**config.mk**
```make
export PLATFORM = sky130hd
export DESIGN_NAME = sweep_sched_flat
export DESIGN_NICKNAME = d
export VERILOG_FILES = /design/src/rtl/sweep_sched_if.sv /design/src/rtl/sweep_sched.sv /design/src/flat_wrapper.sv
export SDC_FILE = /design/constraint.sdc
export NUM_CORES = 1
export LEC_CHECK = 0
export ABC_CLOCK_PERIOD_IN_PS = 3080
export BUFFER_PORTS_ARGS = -buffer_cell sky130_fd_sc_hd__clkbuf_2
export CAP_MARGIN = 10
export CORE_MARGIN = 1.5
export CORE_UTILIZATION = 51
export DETAILED_ROUTE_END_ITERATION = 12
export PLACE_DENSITY = 0.87
export SLEW_MARGIN = 40
export SYNTH_ARGS = -nofsm -noshare
export SYNTH_HDL_FRONTEND = slang
export SYNTH_SLANG_ARGS = --single-unit
```
**constraint.sdc**
```tcl
create_clock -name clk -period 3.08 [get_ports clk]
set_clock_uncertainty 0.2 [all_clocks]
set_input_delay 0.308 -clock clk [delete_from_list [all_inputs] [get_ports clk]]
set_output_delay 0.308 -clock clk [all_outputs]
set_load 0.1 [all_outputs]
```
**src/rtl/sweep_sched_if.sv**
```systemverilog
// sweep_sched_if: valid/ready write port into the downstream sweep buffer.
interface sweep_sched_if;
  logic        wr_valid;
  logic [15:0] wr_data;
  logic        wr_last;
  logic        wr_ready;
  modport master (output wr_valid, wr_data, wr_last, input wr_ready);
  modport slave  (input wr_valid, wr_data, wr_last, output wr_ready);
endinterface

```
**src/rtl/sweep_sched.sv**
```systemverilog
// sweep_sched: decides which sweeps are recorded and writes header + in-window samples
// of each recorded sweep into the sweep buffer.
module sweep_sched #(
  parameter int DATA_W = 12,
  parameter int RNG_W  = 10
) (
  input  logic              clk,
  input  logic              reset,
  input  logic [15:0]       cfg_sector_mask,
  input  logic [RNG_W-1:0]  cfg_rng_first,
  input  logic [RNG_W-1:0]  cfg_rng_last,
  input  logic              cfg_load,
  input  logic [3:0]        sector,
  input  logic [DATA_W-1:0] bear,
  input  logic              north,
  input  logic              pros,
  input  logic [RNG_W-1:0]  range,
  input  logic              adc_dv,
  input  logic [DATA_W-1:0] adc_data,
  sweep_sched_if.master     wr,
  output logic [15:0]       sweep_cnt,
  output logic [7:0]        drop_cnt,
  output logic              ovf,
  output logic              busy
);
  typedef enum logic [2:0] {IDLE, HDR0, HDR1, CAPT, CLOSE, SKIP} state_t;
  state_t r_state, w_state;
  logic r_pros_q, r_dv, r_cfg_pend, r_close_pend, w_close_pend;
  logic r_valid, w_valid, r_wlast, w_wlast, r_ovf, w_ovf, w_inc;
  logic [RNG_W-1:0] r_rng, r_first, r_last;
  logic [DATA_W-1:0] r_adc, r_bear_l;
  logic [15:0] r_mask, r_data, w_data, r_sweep_cnt;
  logic [7:0] r_drop_cnt;
  logic w_start, w_hs, w_free, w_inwin, w_closing, w_idle;
  assign w_start   = pros & ~r_pros_q;
  assign w_idle    = r_state == IDLE;
  assign w_hs      = r_valid & wr.wr_ready;
  assign w_free    = ~r_valid | w_hs;
  assign w_inwin   = r_dv & (r_rng >= r_first) & (r_rng <= r_last);
  // r_pros_q is aligned with the registered sample, so a fall never overtakes a sample
  assign w_closing = ~r_pros_q | r_close_pend;
  always_comb begin
    w_state      = r_state;
    w_valid      = r_valid;
    w_data       = r_data;
    w_wlast      = r_wlast;
    w_close_pend = r_close_pend;
    w_inc        = 1'b0;
    w_ovf        = r_ovf | (w_inwin & ((r_state == HDR0) | (r_state == HDR1) |
                   ((r_state == CAPT) & (~w_free | w_closing))));
    case (r_state)
      IDLE: begin
        w_close_pend = 1'b0;
        if (w_start) w_state = r_mask[sector] ? HDR0 : SKIP;
      end
      HDR0: begin
        if (!r_valid) begin
          w_valid = 1'b1;
          w_data  = {4'hA, r_bear_l};
        end else if (w_hs) begin
          w_state = HDR1;
          w_data  = r_sweep_cnt;
        end
      end
      HDR1: begin
        if (w_hs) begin
          w_state = CAPT;
          w_valid = 1'b0;
        end
      end
      CAPT: begin
        if (w_hs & r_wlast) begin
          w_state = IDLE;
          w_valid = 1'b0;
          w_wlast = 1'b0;
          w_inc   = 1'b1;
        end else if (w_closing & w_free) begin
          w_state      = CLOSE;
          w_valid      = 1'b1;
          w_data       = 16'hE000;
          w_wlast      = 1'b1;
          w_close_pend = 1'b0;
        end else if (w_closing) begin
          w_close_pend = 1'b1;
        end else if (w_inwin & w_free) begin
          w_valid = 1'b1;
          w_data  = {4'h0, r_adc};
          w_wlast = r_rng == r_last;
        end else if (w_hs) begin
          w_valid = 1'b0;
        end
      end
      CLOSE: begin
        if (w_hs) begin
          w_state = IDLE;
          w_valid = 1'b0;
          w_wlast = 1'b0;
          w_inc   = 1'b1;
        end
      end
      SKIP: w_state = pros ? SKIP : IDLE;
      default: w_state = IDLE;
    endcase
  end
  always_ff @(posedge clk or negedge reset) begin
    if (!reset) begin
      r_state      <= IDLE;
      r_pros_q     <= 1'b0;
      r_dv         <= 1'b0;
      r_rng        <= '0;
      r_adc        <= '0;
      r_bear_l     <= '0;
      r_valid      <= 1'b0;
      r_data       <= '0;
      r_wlast      <= 1'b0;
      r_close_pend <= 1'b0;
      r_ovf        <= 1'b0;
      r_mask       <= '1;
      r_first      <= '0;
      r_last       <= '1;
      r_cfg_pend   <= 1'b0;
      r_sweep_cnt  <= '0;
      r_drop_cnt   <= '0;
    end else begin
      r_state      <= w_state;
      r_pros_q     <= pros;
      r_dv         <= adc_dv;
      r_rng        <= range;
      r_adc        <= adc_data;
      r_valid      <= w_valid;
      r_data       <= w_data;
      r_wlast      <= w_wlast;
      r_close_pend <= w_close_pend;
      r_ovf        <= w_ovf;
      r_sweep_cnt  <= north ? '0 : r_sweep_cnt + 16'(w_inc);
      if (w_idle && w_start) r_bear_l <= bear;
      if (w_idle && (cfg_load || r_cfg_pend)) begin
        r_mask     <= cfg_sector_mask;
        r_first    <= cfg_rng_first;
        r_last     <= cfg_rng_last;
        r_cfg_pend <= 1'b0;
      end else if (cfg_load) begin
        r_cfg_pend <= 1'b1;
      end
      if (w_start && !w_idle && r_drop_cnt != 8'hFF) r_drop_cnt <= r_drop_cnt + 8'd1;
    end
  end
  assign wr.wr_valid = r_valid;
  assign wr.wr_data  = r_data;
  assign wr.wr_last  = r_wlast;
  assign sweep_cnt   = r_sweep_cnt;
  assign drop_cnt    = r_drop_cnt;
  assign ovf         = r_ovf;
  assign busy        = !w_idle;
endmodule

```
**src/flat_wrapper.sv**
```systemverilog
// flat-port wrapper written by rule: the top's interface ports become plain ports
module sweep_sched_flat 
#(
  parameter int DATA_W = 12,
  parameter int RNG_W  = 10
)
  (clk, reset, cfg_sector_mask, cfg_rng_first, cfg_rng_last, cfg_load, sector, bear, north, pros, range, adc_dv, adc_data, sweep_cnt, drop_cnt, ovf, busy, wr_wr_valid, wr_wr_data, wr_wr_last, wr_wr_ready);
  sweep_sched_if wr_i ();
  input  logic clk;
  input  logic reset;
  input  logic [15:0] cfg_sector_mask;
  input  logic [RNG_W-1:0] cfg_rng_first;
  input  logic [RNG_W-1:0] cfg_rng_last;
  input  logic cfg_load;
  input  logic [3:0] sector;
  input  logic [DATA_W-1:0] bear;
  input  logic north;
  input  logic pros;
  input  logic [RNG_W-1:0] range;
  input  logic adc_dv;
  input  logic [DATA_W-1:0] adc_data;
  output logic [15:0] sweep_cnt;
  output logic [7:0] drop_cnt;
  output logic ovf;
  output logic busy;
  output wire logic [$bits(wr_i.wr_valid)-1:0] wr_wr_valid;
  output wire logic [$bits(wr_i.wr_data)-1:0] wr_wr_data;
  output wire logic [$bits(wr_i.wr_last)-1:0] wr_wr_last;
  input wire logic [$bits(wr_i.wr_ready)-1:0] wr_wr_ready;
  assign wr_wr_valid = wr_i.wr_valid;
  assign wr_wr_data = wr_i.wr_data;
  assign wr_wr_last = wr_i.wr_last;
  assign wr_i.wr_ready = wr_wr_ready;
  sweep_sched #(.DATA_W(DATA_W), .RNG_W(RNG_W)) u_core (.clk(clk), .reset(reset), .cfg_sector_mask(cfg_sector_mask), .cfg_rng_first(cfg_rng_first), .cfg_rng_last(cfg_rng_last), .cfg_load(cfg_load), .sector(sector), .bear(bear), .north(north), .pros(pros), .range(range), .adc_dv(adc_dv), .adc_data(adc_data), .wr(wr_i), .sweep_cnt(sweep_cnt), .drop_cnt(drop_cnt), .ovf(ovf), .busy(busy));
endmodule
```
**Word-level counts from Yosys, hierarchy flattened**

Cells that the tools add are included.

- Register bits after elaboration: 120
- Output and inout port bits: 44
- Logic and storage cells: 119

- Add/sub/neg operators: 2
- Order comparisons: 3
- Eq/ne operators: 20
- Multiplexer cells: 41
- Bitwise operators: 18
- Reduce and logical (&&, ||, !) cells: 18

Operators with widths:

| cell | number |
|---|---|
| $mux W16 | 7 |
| $pmux W16 S2 | 1 |
| $mux W3 | 9 |
| $mux W1 | 18 |
| $pmux W3 S6 | 1 |
| $add A16 B1 Y16 | 1 |
| $ne A3 B3 Y1 const B | 4 |
| $eq A10 B10 Y1 | 1 |
| $ge A10 B10 Y1 | 1 |
| $le A10 B10 Y1 | 1 |
| $ne A2 B1 Y1 const B | 5 |
| $and A1 B1 Y1 | 9 |
| $add A8 B1 Y8 const B | 1 |
| $ne A4 B4 Y1 const B | 2 |
| $ne A8 B8 Y1 const B | 1 |
| $reduce_bool A2 Y1 | 4 |
| $eq A3 B2 Y1 const B | 2 |
| $eq A3 B3 Y1 const B | 2 |
| $or A1 B1 Y1 | 6 |
| $pmux W1 S2 | 3 |
| $reduce_and A6 Y1 | 1 |
| $lt A4 B5 Y1 const B | 1 |
| $reduce_and A5 Y1 | 1 |
| $bmux W1 S4 | 1 |
| 14 further kinds | 19 |

**Logic depth before layout (Yosys ltp)**

Gate-level depths: netlist (run 1).

- Word-level depth: 9
- Depth in mapped cells: 13
- Depth with buffers taken out: 11

**Least setup slack after synthesis (run 1)**

Ideal clock, no wire load.

- Path kind: flip-flop to flip-flop
- From: reg u_core.r_valid, in the netlist u_core.wr.wr_valid
- To: reg u_core.r_sweep_cnt[13], in the netlist u_core.sweep_cnt[13]
- Arrival: 2,650 ps
- Data required time: 2,806 ps
- Path slack: 156 ps
- Cell stages (with the launch flop): 11
- Cells stage by stage: dfrtp_1 -> clkbuf_1 -> nand2_1 -> a21oi_1 -> ha_1 -> nand3_1 -> nor3_1 -> and3_1 -> nand3_1 -> xor2_1 -> nor2_1

- Word-level cells in the longest chain between the ends: 6

Ends and longest elaborated chain:

| what | line | RTL |
|---|---|---|
| from (decl) | sweep_sched.sv:29 | `logic r_valid, w_valid, r_wlast, w_wlast, r_ovf, w_ovf, w_inc;` |
| from (signal assigned) | sweep_sched.sv:130 | `r_valid <= w_valid;` |
| $and A1 B1 Y1 (*) | sweep_sched.sv:37 | `assign w_hs = r_valid & wr.wr_ready;` |
| $and A1 B1 Y1 | sweep_sched.sv:72 | `if (w_hs & r_wlast) begin` |
| $mux W1 | sweep_sched.sv:72 |  |
| $pmux W1 S2 (*) | sweep_sched.sv:51 | `case (r_state)` |
| $add A16 B1 Y16 (*) | sweep_sched.sv:135 | `r_sweep_cnt <= north ? '0 : r_sweep_cnt + 16'(w_inc);` |
| $mux W16 (*) | sweep_sched.sv:135 |  |
| to (signal assigned) | sweep_sched.sv:135 |  |
| to (decl) | sweep_sched.sv:32 | `logic [15:0] r_mask, r_data, w_data, r_sweep_cnt;` |

Every way passes the cells marked *; elsewhere a longest branch is shown, timed or not.
A chain may end at the register's enable or synchronous reset.

**Worst setup path after layout (run 1)**

- From: reg u_core.r_last[5]
- To: reg u_core.r_data[0], in the netlist u_core.wr.wr_data[0]

- Word-level cells in the longest chain between the ends: 5

Ends and longest elaborated chain:

| what | line | RTL |
|---|---|---|
| from (decl) | sweep_sched.sv:30 | `logic [RNG_W-1:0] r_rng, r_first, r_last;` |
| from (signal assigned) | sweep_sched.sv:140 | `r_last <= cfg_rng_last;` |
| $le A10 B10 Y1 | sweep_sched.sv:39 | `assign w_inwin = r_dv & (r_rng >= r_first) & (r_rng <= r_last);` |
| $and A1 B1 Y1 | sweep_sched.sv:39 |  |
| $and A1 B1 Y1 | sweep_sched.sv:85 | `end else if (w_inwin & w_free) begin` |
| $ne A3 B3 Y1 (no line) | n/a |  |
| $reduce_and A5 Y1 (no line) | n/a |  |
| to (signal assigned) | sweep_sched.sv:131 | `r_data <= w_data;` |
| to (decl) | sweep_sched.sv:32 |  |

No other way between the ends.

==> impl_metrics.ini, run 1 <==
[sta]
worst_pin_slew_ns = 0.677
fin_crit_sh_pct = 91.5
slew_headroom_pct = 54.7
drv_slew = 0
holdWs_ns = 0.109
setup_viol = 0
fin_crit_ns = 2.82
rsz0062_at_grt = false
fmax_ghz = 0.355
hold_viol_final = 0
fin_tns_setup_ns = 0

[final_layout]
num-nets-final = 836
syn_to_final_growth_pct = 35.7
num_antenna_cells = 0
drive_gt1_share_pct = 32.6
nFillCells = 724

[die]
die_h_microns = 110
io_pins = 125
core-area_sq_um = 11000
rows = 38
initial_core_util_pct = 53.0
dieArea_sq_um = 12100
die_w_microns = 110

[yosys]
synth_cell_types = 50
yosys_most_used_dff = dfrtp_1
syn_area_sq_um = 5850
synth-seq-area-share_pct = 51.9
synth-edff-count = 0
async_flop_share_pct = 100
syn-num-nets = 634
synth_seq_cells = 120
synthCells = 530
syn_area_per_cell_sq_um = 11.0
yosysWarnings = 0

[routing]
drt_iter0_drc = 571
vias_per_cell = 5.77
drt_pass1_iterations = 6
drtAntennaViolNets = 0
vias = 5110
totalWireLength_microns = 16400
drcViolationCount = 0
post_drt_wl_per_cell_microns = 18.6

[global_route]
grt_usage_pct = 29.1
antenna_found_initial = 0
grt_pass1_wl_microns = 26100
grt_pass1_vias = 5262
grt_max_degree = 51
grt_overflow_total = 0

[cts]
cts_setup_buffers = 0
h-tree-depth = 4
cts-root-buf = clkbuf_16
cts_tree = done
cts.sinks = 120
numCtsBuffers = 17
clk_pin_slew_ns = 0.06
worstSkewPairLatency_ns = 0.42
cts_buffer_depth = 2

[setup_path]
cp.arrival_ns = 2.94
setup.worst_path.start_class = flop
reg2reg_slack_ns = 0.26
crit_type = reg -> reg
r2r-start = u_core.r_last[5]
r2r_end = u_core.wr.wr_data[0]
crit_path_end_kind = flop
required_ns = 3.20
crit_path_max_fanout = 12
worstRegToRegCells = 9

[min_path]
whs_endpoint = u_core.sweep_cnt[11]
min_from = north
min_path_type = in -> reg
min_path_cells = 2

[power]
peakVddDrop_uv = 930
power_mw = 8.47
leakagePower_nw = 3.59
powerDensity_nw_per_um2 = 1070

[status]
status = completed

[placement]
io_buffers = 124
dp_hpwl_microns = 10200
gp_congestion = 0.871

[run]
cap_viol_max_count = 0
[report_power, final]
part | internal (mW) | leakage (nW) | total [mW] | switching, mW
clock network | 1.21 | 0.276 | 1.90 | 0.682
logic | 1.24 | 1.89 | 3.93 | 2.69
registers | 2.24 | 1.42 | 2.64 | 0.402
total | 4.70 | 3.59 | 8.47 | 3.77
[worst max-delay path: stages (launching register included)]
cell       delay, ns
dfstp_2         0.51
inv_1           0.06
ha_1            0.34
a21oi_1         0.20
o21ai_0         0.14
a2111oi_2       0.40
o221ai_2        0.14
or2_1           0.30
buf_4           0.22
a211oi_1        0.20
[flip-flops by register name, summed over array words and instances (netlist names), 3 cells and up]
signal / cells
u_core.drop_cnt: 8
u_core.r_adc: 12
u_core.r_bear_l: 12
u_core.r_first: 10
u_core.r_last: 10
u_core.r_mask: 16
u_core.r_rng: 10
u_core.r_state: 3
u_core.sweep_cnt: 16
u_core.wr.wr_data: 16
[layout by cell type (no fill, tap or decap), types with 3 or more instances in the layout]
| cell | count |
|---|---|
| nand3_1 | 14 |
| buf_4 | 12 |
| nor2b_1 | 5 |
| dlygate4sd3_1 | 74 |
| or3_1 | 3 |
| nand2_1 | 38 |
| inv_1 | 26 |
| nand2b_1 | 5 |
| ha_1 | 23 |
| o21a_1 | 3 |
| a211oi_1 | 6 |
| nor4_1 | 13 |
| dfstp_2 | 26 |
| a21oi_1 | 16 |
| clkbuf_8 | 5 |
| o21ai_0 | 46 |
| o211ai_1 | 14 |
| nor3_1 | 6 |
| a211oi_2 | 11 |
| o21bai_1 | 13 |
| dfrtp_1 | 94 |
| nand4_1 | 6 |
| clkbuf_2 | 123 |
| nor2_1 | 36 |
| xnor2_1 | 11 |
| xor2_1 | 8 |
| mux4_2 | 5 |
| mux2i_1 | 12 |
| a31o_2 | 4 |
| and3_1 | 4 |
| clkbuf_16 | 17 |
| clkbuf_1 | 7 |
| mux2_2 | 31 |
[synthesized netlist by cell type, types with 12 or more instances]
master / instances / share of area (%)
nor4_1: 13 / 1.4
ha_1: 23 / 4.9
o21ai_0: 46 / 3.9
nor2_1: 36 / 2.3
a21oi_1: 16 / 1.4
o211ai_1: 14 / 1.8
o21bai_1: 13 / 1.7
dfrtp_1: 94 / 40
mux2_2: 31 / 6.0
mux2i_1: 12 / 2.1
clkbuf_1: 19 / 1.2
inv_1: 26 / 1.7
dfstp_2: 26 / 12
nand2_1: 38 / 2.4
nand3_1: 14 / 1.2
[layer usage]
metal / part of all wire, % / track usage, %
met1: 38 / 34.1
met2: 51 / 48.6
met3: 7.1 / 8.23
met4: 3.7 / 15.6
met5: 0 / 0
[worst max path at each step]
stage | start | endpoint | slack [ns] | depth (start not counted)
6_report | u_core.r_last[5] | u_core.wr.wr_data[0] | 0.26 | 9
5_1_grt | u_core.r_last[5] | u_core.wr.wr_data[0] | 0.09 | 9
4_1_cts | u_core.r_last[5] | u_core.wr.wr_data[0] | 0.31 | 9
3_5_place_dp | u_core.r_last[3] | u_core.wr.wr_data[1] | 0.35 | 9
3_3_place_gp | u_core.r_last[5] | u_core.wr.wr_data[1] | 0.44 | 9
2_1_floorplan | u_core.wr.wr_valid | u_core.sweep_cnt[13] | 0.16 | 10
[kinds of logic (layout without fill, tap and decap cells)]
logic type | count (synthesis) | in the layout | share of synthesized area (%)
mux | 48 | 48 | 9.95
flops | 120 | 120 | 51.9
xor+xnor | 19 | 19 | 2.85
compound gates | 129 | 129 | 15.3
fa+ha+maj | 23 | 23 | 4.92
buf+inv | 53 | 268 | 3.77
simple gates | 138 | 138 | 11.3
[final cells by class]
type                       instances  area (sq um)  share of cell area, %
multi-input combinational        357          2600                   32.7
timing repair buffer             210          1470                   18.5
clock buffer                      29           520                   6.56
sequential                       120          3040                   38.3
inverter                          26          97.6                   1.23
clock inverter                     3          40.0                  0.505
tap                              140           175                   2.21
[metrics by stage]
stage               setup slack (ns)  instances  instance area (sq um)  util (%)
floorplan                      0.156        530                   5850         -
global placement               0.442        779                   6630      60.1
detailed placement             0.350        779                   6630      60.1
CTS                            0.310        885                   7930      71.9
global route                  0.0902        885                   7930      71.9
finish                         0.262        885                   7930      71.9
[what timing repair did]
action	in CTS	in global routing
endpoints found under the hold margin	104	0
gates resized for setup	0	0
hold buffers	74	0
No activity file was read; power rests on OpenSTA's default activity.
==> run 2: changes to the inputs <==
--- a/config.mk
+++ b/config.mk
@@ -5,13 +5,12 @@
 export SDC_FILE = /design/constraint.sdc
 export NUM_CORES = 1
 export LEC_CHECK = 0
-export ABC_CLOCK_PERIOD_IN_PS = 3080
+export ABC_CLOCK_PERIOD_IN_PS = 3500
 export BUFFER_PORTS_ARGS = -buffer_cell sky130_fd_sc_hd__clkbuf_2
-export CAP_MARGIN = 10
 export CORE_MARGIN = 1.5
-export CORE_UTILIZATION = 51
+export CORE_UTILIZATION = 40
 export DETAILED_ROUTE_END_ITERATION = 12
-export PLACE_DENSITY = 0.87
+export PLACE_DENSITY = 0.74
 export SLEW_MARGIN = 40
 export SYNTH_ARGS = -nofsm -noshare
 export SYNTH_HDL_FRONTEND = slang
==> constraint.sdc (replaced) <==
create_clock -name clk -period 3.5 [get_ports clk]
set_clock_uncertainty 0.2 [all_clocks]
set_input_delay 0.35 -clock clk [delete_from_list [all_inputs] [get_ports clk]]
set_output_delay 0.35 -clock clk [all_outputs]
set_load 0.1 [all_outputs]
==> run 2 against run 1 <==
Effect of this change:
- sequential share of layout area shrank 0.19 points
- total power shrank 13%
- final area grew 0.50%
- setup slack gained 0.31 ns
- hold slack gained 0.017 ns
- non-clock buffer count shrank 3
- cell count grew 4.6%
- clock power shrank 10%
- first-iteration DRC count shrank 45%
- flip-flop and latch count is the same
- combinational power shrank 15%
- largest cell class unchanged
- largest power group unchanged
==> impl_metrics.ini, run 2 (synthesized netlist as in run 1, its figures left out) <==
[power]
power_mw = 7.36
powerDensity_nw_per_um2 = 923
peakVddDrop_uv = 543
leakagePower_nw = 3.57

[placement]
io_buffers = 124
dp_hpwl_microns = 10100
placed_area_sq_um = 6650
dp_cells = 820
gp_congestion = 0.899
place_ws_ns = 0.515

[sta]
fin_crit_ns = 2.93
fin_tns_setup_ns = 0
drv_slew = 0
slew_headroom_pct = 51.5
setup_viol = 0
worst_pin_slew_ns = 0.725
holdWs_ns = 0.126
fin_crit_sh_pct = 83.6
hold_viol_final = 0
rsz0062_at_grt = false
fin_ws_ns = 0.574
fmax_ghz = 0.342

[setup_path]
crit_type = reg -> reg
worstRegToRegCells = 8
crit_path_max_fanout = 16
crit_family = compound AO/OA/AOI/OAI gates
cp.depth = 8
required_ns = 3.61
path_cells = inv_1, ha_1, a211oi_2, nor2_1, a2111oi_2, o221ai_2, or2_2, a31o_2
path_buf_inv = 1
max_stage_delay_ns = 0.51
setup.worst_path.start_class = flop
cp.arrival_ns = 3.03
crit_path_end_kind = flop
crit_slowest_cell = dfstp_2

[routing]
drt_pass1_iterations = 4
totalWireLength_microns = 15600
drt_iter0_drc = 313
vias = 4856
drtAntennaViolNets = 0
drcViolationCount = 0
vias_per_cell = 5.24
post_drt_wl_per_cell_microns = 16.8

[cts]
hold_buffers = 74
numCtsBuffers = 17
cts_buffer_depth = 2
cts_tree = done
clk_pin_slew_ns = 0.06
cts-root-buf = clkbuf_16
cts_resized = 0
cts.sinks = 120
worstSkewPairLatency_ns = 0.43
cts_setup_buffers = 0
h-tree-depth = 4

[final_layout]
syn_to_final_growth_pct = 36.3
num_antenna_cells = 0
layout_common_cells = 123 x clkbuf_2, 94 x dfrtp_1, 74 x dlygate4sd3_1, 46 x o21ai_0, 38 x nand2_1
final_cells = 926
num-nets-final = 833
final_common_cell = clkbuf_2
drive_gt1_share_pct = 33.2
post-route-util_pct = 55.3
final_area_sq_um = 7970

[global_route]
antenna_found_initial = 0
grt_pass1_vias = 5003
grt_usage_pct = 21.4
grt_max_degree = 70
grt_pass1_wl_microns = 24700
grt_overflow_total = 0

[die]
initial_core_util_pct = 40.5
die_h_microns = 124
rows = 44
core-area_sq_um = 14400
dieArea_sq_um = 15400
die_w_microns = 124
io_pins = 125

[min_path]
min_path_type = in -> reg
min_path_cells = 2

[status]
status = completed

[run]
cap_viol_max_count = 0
==> run 2: cell types whose count changed in the layout (fill, tap and decap cells not counted), sizes merged <==
cell      before  now
clkbuf       152  143
clkinvlp       0    5
buf           13   10
clkinv         2    5
bufinv         1    2
==> run 2: cell type report <==
cell class                      instances  area, sq um
Multi-Input combinational cell        357         2600
Clock buffer                           20          447
Tap cell                              184          230
Sequential cell                       120         3040
Fill cell                            1208         6450
Inverter                               26         97.6
Clock inverter                         12          130
Timing Repair Buffer                  207         1440
==> run 2: worst paths after layout <==
kind	start	endpoint	slack, ns
setup / recovery	u_core.r_last[7]	u_core.wr.wr_data[13]	0.57
hold / removal	north	u_core.sweep_cnt[5]	0.13
setup reg to reg	u_core.r_last[7]	u_core.wr.wr_data[13]	0.57
hold reg to reg	u_core.ovf	u_core.ovf	0.30
max in group asynchronous	reset	u_core.sweep_cnt[10]	1.98
min in group asynchronous	reset	u_core.drop_cnt[2]	0.28
==> run 2: per-layer routing <==
layer	global-route usage [%]	routed length [microns]	up-vias
met5	0	0	-
met1	24.9	6320	2375
met4	6.89	247	0
li1	-	-	2306
met2	37.8	8140	156
met3	6.50	870	19
==> run 2: report_power, final <==
part | internal (mW) | leakage, nW | switching, mW
Sequential | 1.97 | 1.42 | 0.320
Combinational | 1.07 | 1.88 | 2.30
Clock | 1.06 | 0.268 | 0.643
Total | 4.10 | 3.57 | 3.26
==> run 3: changes to the inputs <==
--- a/config.mk
+++ b/config.mk
@@ -5,7 +5,7 @@
 export SDC_FILE = /design/constraint.sdc
 export NUM_CORES = 1
 export LEC_CHECK = 0
-export ABC_CLOCK_PERIOD_IN_PS = 3500
+export ABC_CLOCK_PERIOD_IN_PS = 2900
 export BUFFER_PORTS_ARGS = -buffer_cell sky130_fd_sc_hd__clkbuf_2
 export CORE_MARGIN = 1.5
 export CORE_UTILIZATION = 40
==> constraint.sdc (replaced) <==
create_clock -name clk -period 2.9 [get_ports clk]
set_clock_uncertainty 0.2 [all_clocks]
set_input_delay 0.29 -clock clk [delete_from_list [all_inputs] [get_ports clk]]
set_output_delay 0.29 -clock clk [all_outputs]
set_load 0.1 [all_outputs]
==> run 3 against run 2 <==
Effect of this change:
- final area grew 0.97%
- flip-flop and latch count is the same
- total power grew 22%
- critical endpoint is now u_core.wr.wr_data[2]
- highest routed layer unchanged
==> impl_metrics.ini, run 3 (synthesized netlist as in run 1, its figures left out) <==
[min_path]
whs_endpoint = u_core.sweep_cnt[5]
min_path_type = in -> reg
min_path_cells = 2
min_from = north

[routing]
totalWireLength_microns = 15000
drcViolationCount = 0
vias_per_cell = 5.19
drt_pass1_iterations = 4
vias = 4819
drt_iter0_drc = 323
post_drt_wl_per_cell_microns = 16.2
drtAntennaViolNets = 0

[die]
dieArea_sq_um = 15400
die_w_microns = 124
initial_core_util_pct = 40.5
rows = 44
die_h_microns = 124
io_pins = 125
core-area_sq_um = 14400

[sta]
holdWs_ns = 0.0780
rsz0062_at_grt = false
drv_slew = 0
fin_tns_setup_ns = 0
worst_pin_slew_ns = 0.679
fin_crit_ns = 2.78
fmax_ghz = 0.360
fin_crit_sh_pct = 95.8
hold_viol_final = 0
fin_ws_ns = 0.121
setup_viol = 0
slew_headroom_pct = 54.6

[cts]
cts_tree = done
cts-root-buf = clkbuf_16
cts.sinks = 120
h-tree-depth = 4
worstSkewPairLatency_ns = 0.42
cts_setup_buffers = 0
numCtsBuffers = 17
clk_pin_slew_ns = 0.06
cts_buffer_depth = 2

[power]
switching_share_pct = 43.3
leakagePower_nw = 3.61
p_int_mw = 5.10
power_frac_clock_pct = 24.2
switchingPower_mw = 3.90
powerDensity_nw_per_um2 = 1120
peakVddDrop_uv = 666
comb_power_share_pct = 45.2
seqPwrFrac_pct = 30.6

[placement]
gp_congestion = 0.817
dp_hpwl_microns = 10000
io_buffers = 124
place_ws_ns = 0.0967
placed_area_sq_um = 6680

[final_layout]
num_antenna_cells = 0
drive_gt1_share_pct = 33.9
layout_common_cells = 123 x clkbuf_2, 93 x dfrtp_1, 74 x dlygate4sd3_1, 46 x o21ai_0, 38 x nand2_1
final_area_sq_um = 8050
final_common_cell = clkbuf_2
syn_to_final_growth_pct = 37.7
num-nets-final = 835

[setup_path]
crit_type = reg -> reg
required_ns = 2.98
setup.worst_path.start_class = flop
cp.arrival_ns = 2.86
crit_path_end_kind = flop
reg2reg_slack_ns = 0.12
r2r_end = u_core.wr.wr_data[2]
crit_path_max_fanout = 16
worstRegToRegCells = 9
r2r-start = u_core.r_last[5]

[global_route]
grt_pass1_vias = 5010
antenna_found_initial = 0
grt_overflow_total = 0
grt_pass1_wl_microns = 24300
grt_usage_pct = 20.7
grt_max_degree = 68

[run]
cap_viol_max_count = 0

[status]
status = completed
-- run 3: cell types whose count changed in the layout (fill, tap and decap cells not counted), sizes merged --
cell,delta
clkinvlp,-3
clkinv,+1
bufinv,+1
buf,+2
clkbuf,+1
-- run 3: how the worst max path moves through the flow --
stage / slack [ns] / depth (start not counted) / end / start
global placement: 0.17 / 9 / u_core.wr.wr_data[5] / u_core.r_last[5]
global route: 0.04 / 11 / u_core.sweep_cnt[15] / u_core.r_state[0]
CTS: 0.07 / 9 / u_core.wr.wr_data[9] / u_core.r_last[5]
finish: 0.12 / 9 / u_core.wr.wr_data[2] / u_core.r_last[5]
detailed placement: 0.1 / 9 / u_core.wr.wr_data[9] / u_core.r_last[5]
floorplan: 0.07 / 13 / u_core.sweep_cnt[13] / u_core.r_state[1]
-- run 3: power groups by stage --
stage	clock network (mW)	logic, mW	registers [mW]
floorplan	0	2.05	3.83
global placement	0	3.85	2.73
detailed placement	0	3.97	2.76
CTS	2.20	4.07	2.75
global route	2.28	4.40	2.84
finish	2.18	4.07	2.76
-- run 3: cell type report --
type	instances	area, sq um
fill	1235	6370
sequential	120	3040
multi-input combinational	357	2610
timing repair buffer	209	1460
clock buffer	21	470
tap	184	230
clock inverter	11	146
inverter	26	97.6
-- run 3: routing by layer --
layer / vias up / track usage [%] / share of wire (%)
met4: 0 / 5.97 / 1.4
met5: - / 0 / 0
met3: 15 / 6.73 / 5.6
li1: 2308 / - / -
met1: 2364 / 24.0 / 42
met2: 132 / 36.6 / 51
-- run 3: timing repair --
| action | 4_1_cts | 5_1_grt |
|---|---|---|
| endpoints found under the setup margin | 0 | 13 |
| hold buffers | 74 | 0 |
| hold endpoints to repair | 102 | 0 |
| resized for setup | 0 | 3 |
-- run 3: critical path, cell delays in order (launching register included) --
cell and delay (ns):
dfstp_2 0.51, inv_1 0.05, ha_1 0.33, a21oi_1 0.15, o21ai_0 0.13, a2111oi_2 0.40, o221ai_2 0.15, buf_4 0.22
nor4_1 0.42, a211oi_2 0.06
-- run 3: stage by stage --
step | power [mW] | cells | util (%)
finish | 9.00 | 928 | 55.8
global route | 9.52 | 928 | 55.8
CTS | 9.02 | 928 | 55.7
detailed placement | 6.74 | 822 | 46.3
global placement | 6.58 | 822 | 46.3
floorplan | 5.88 | 530 | -
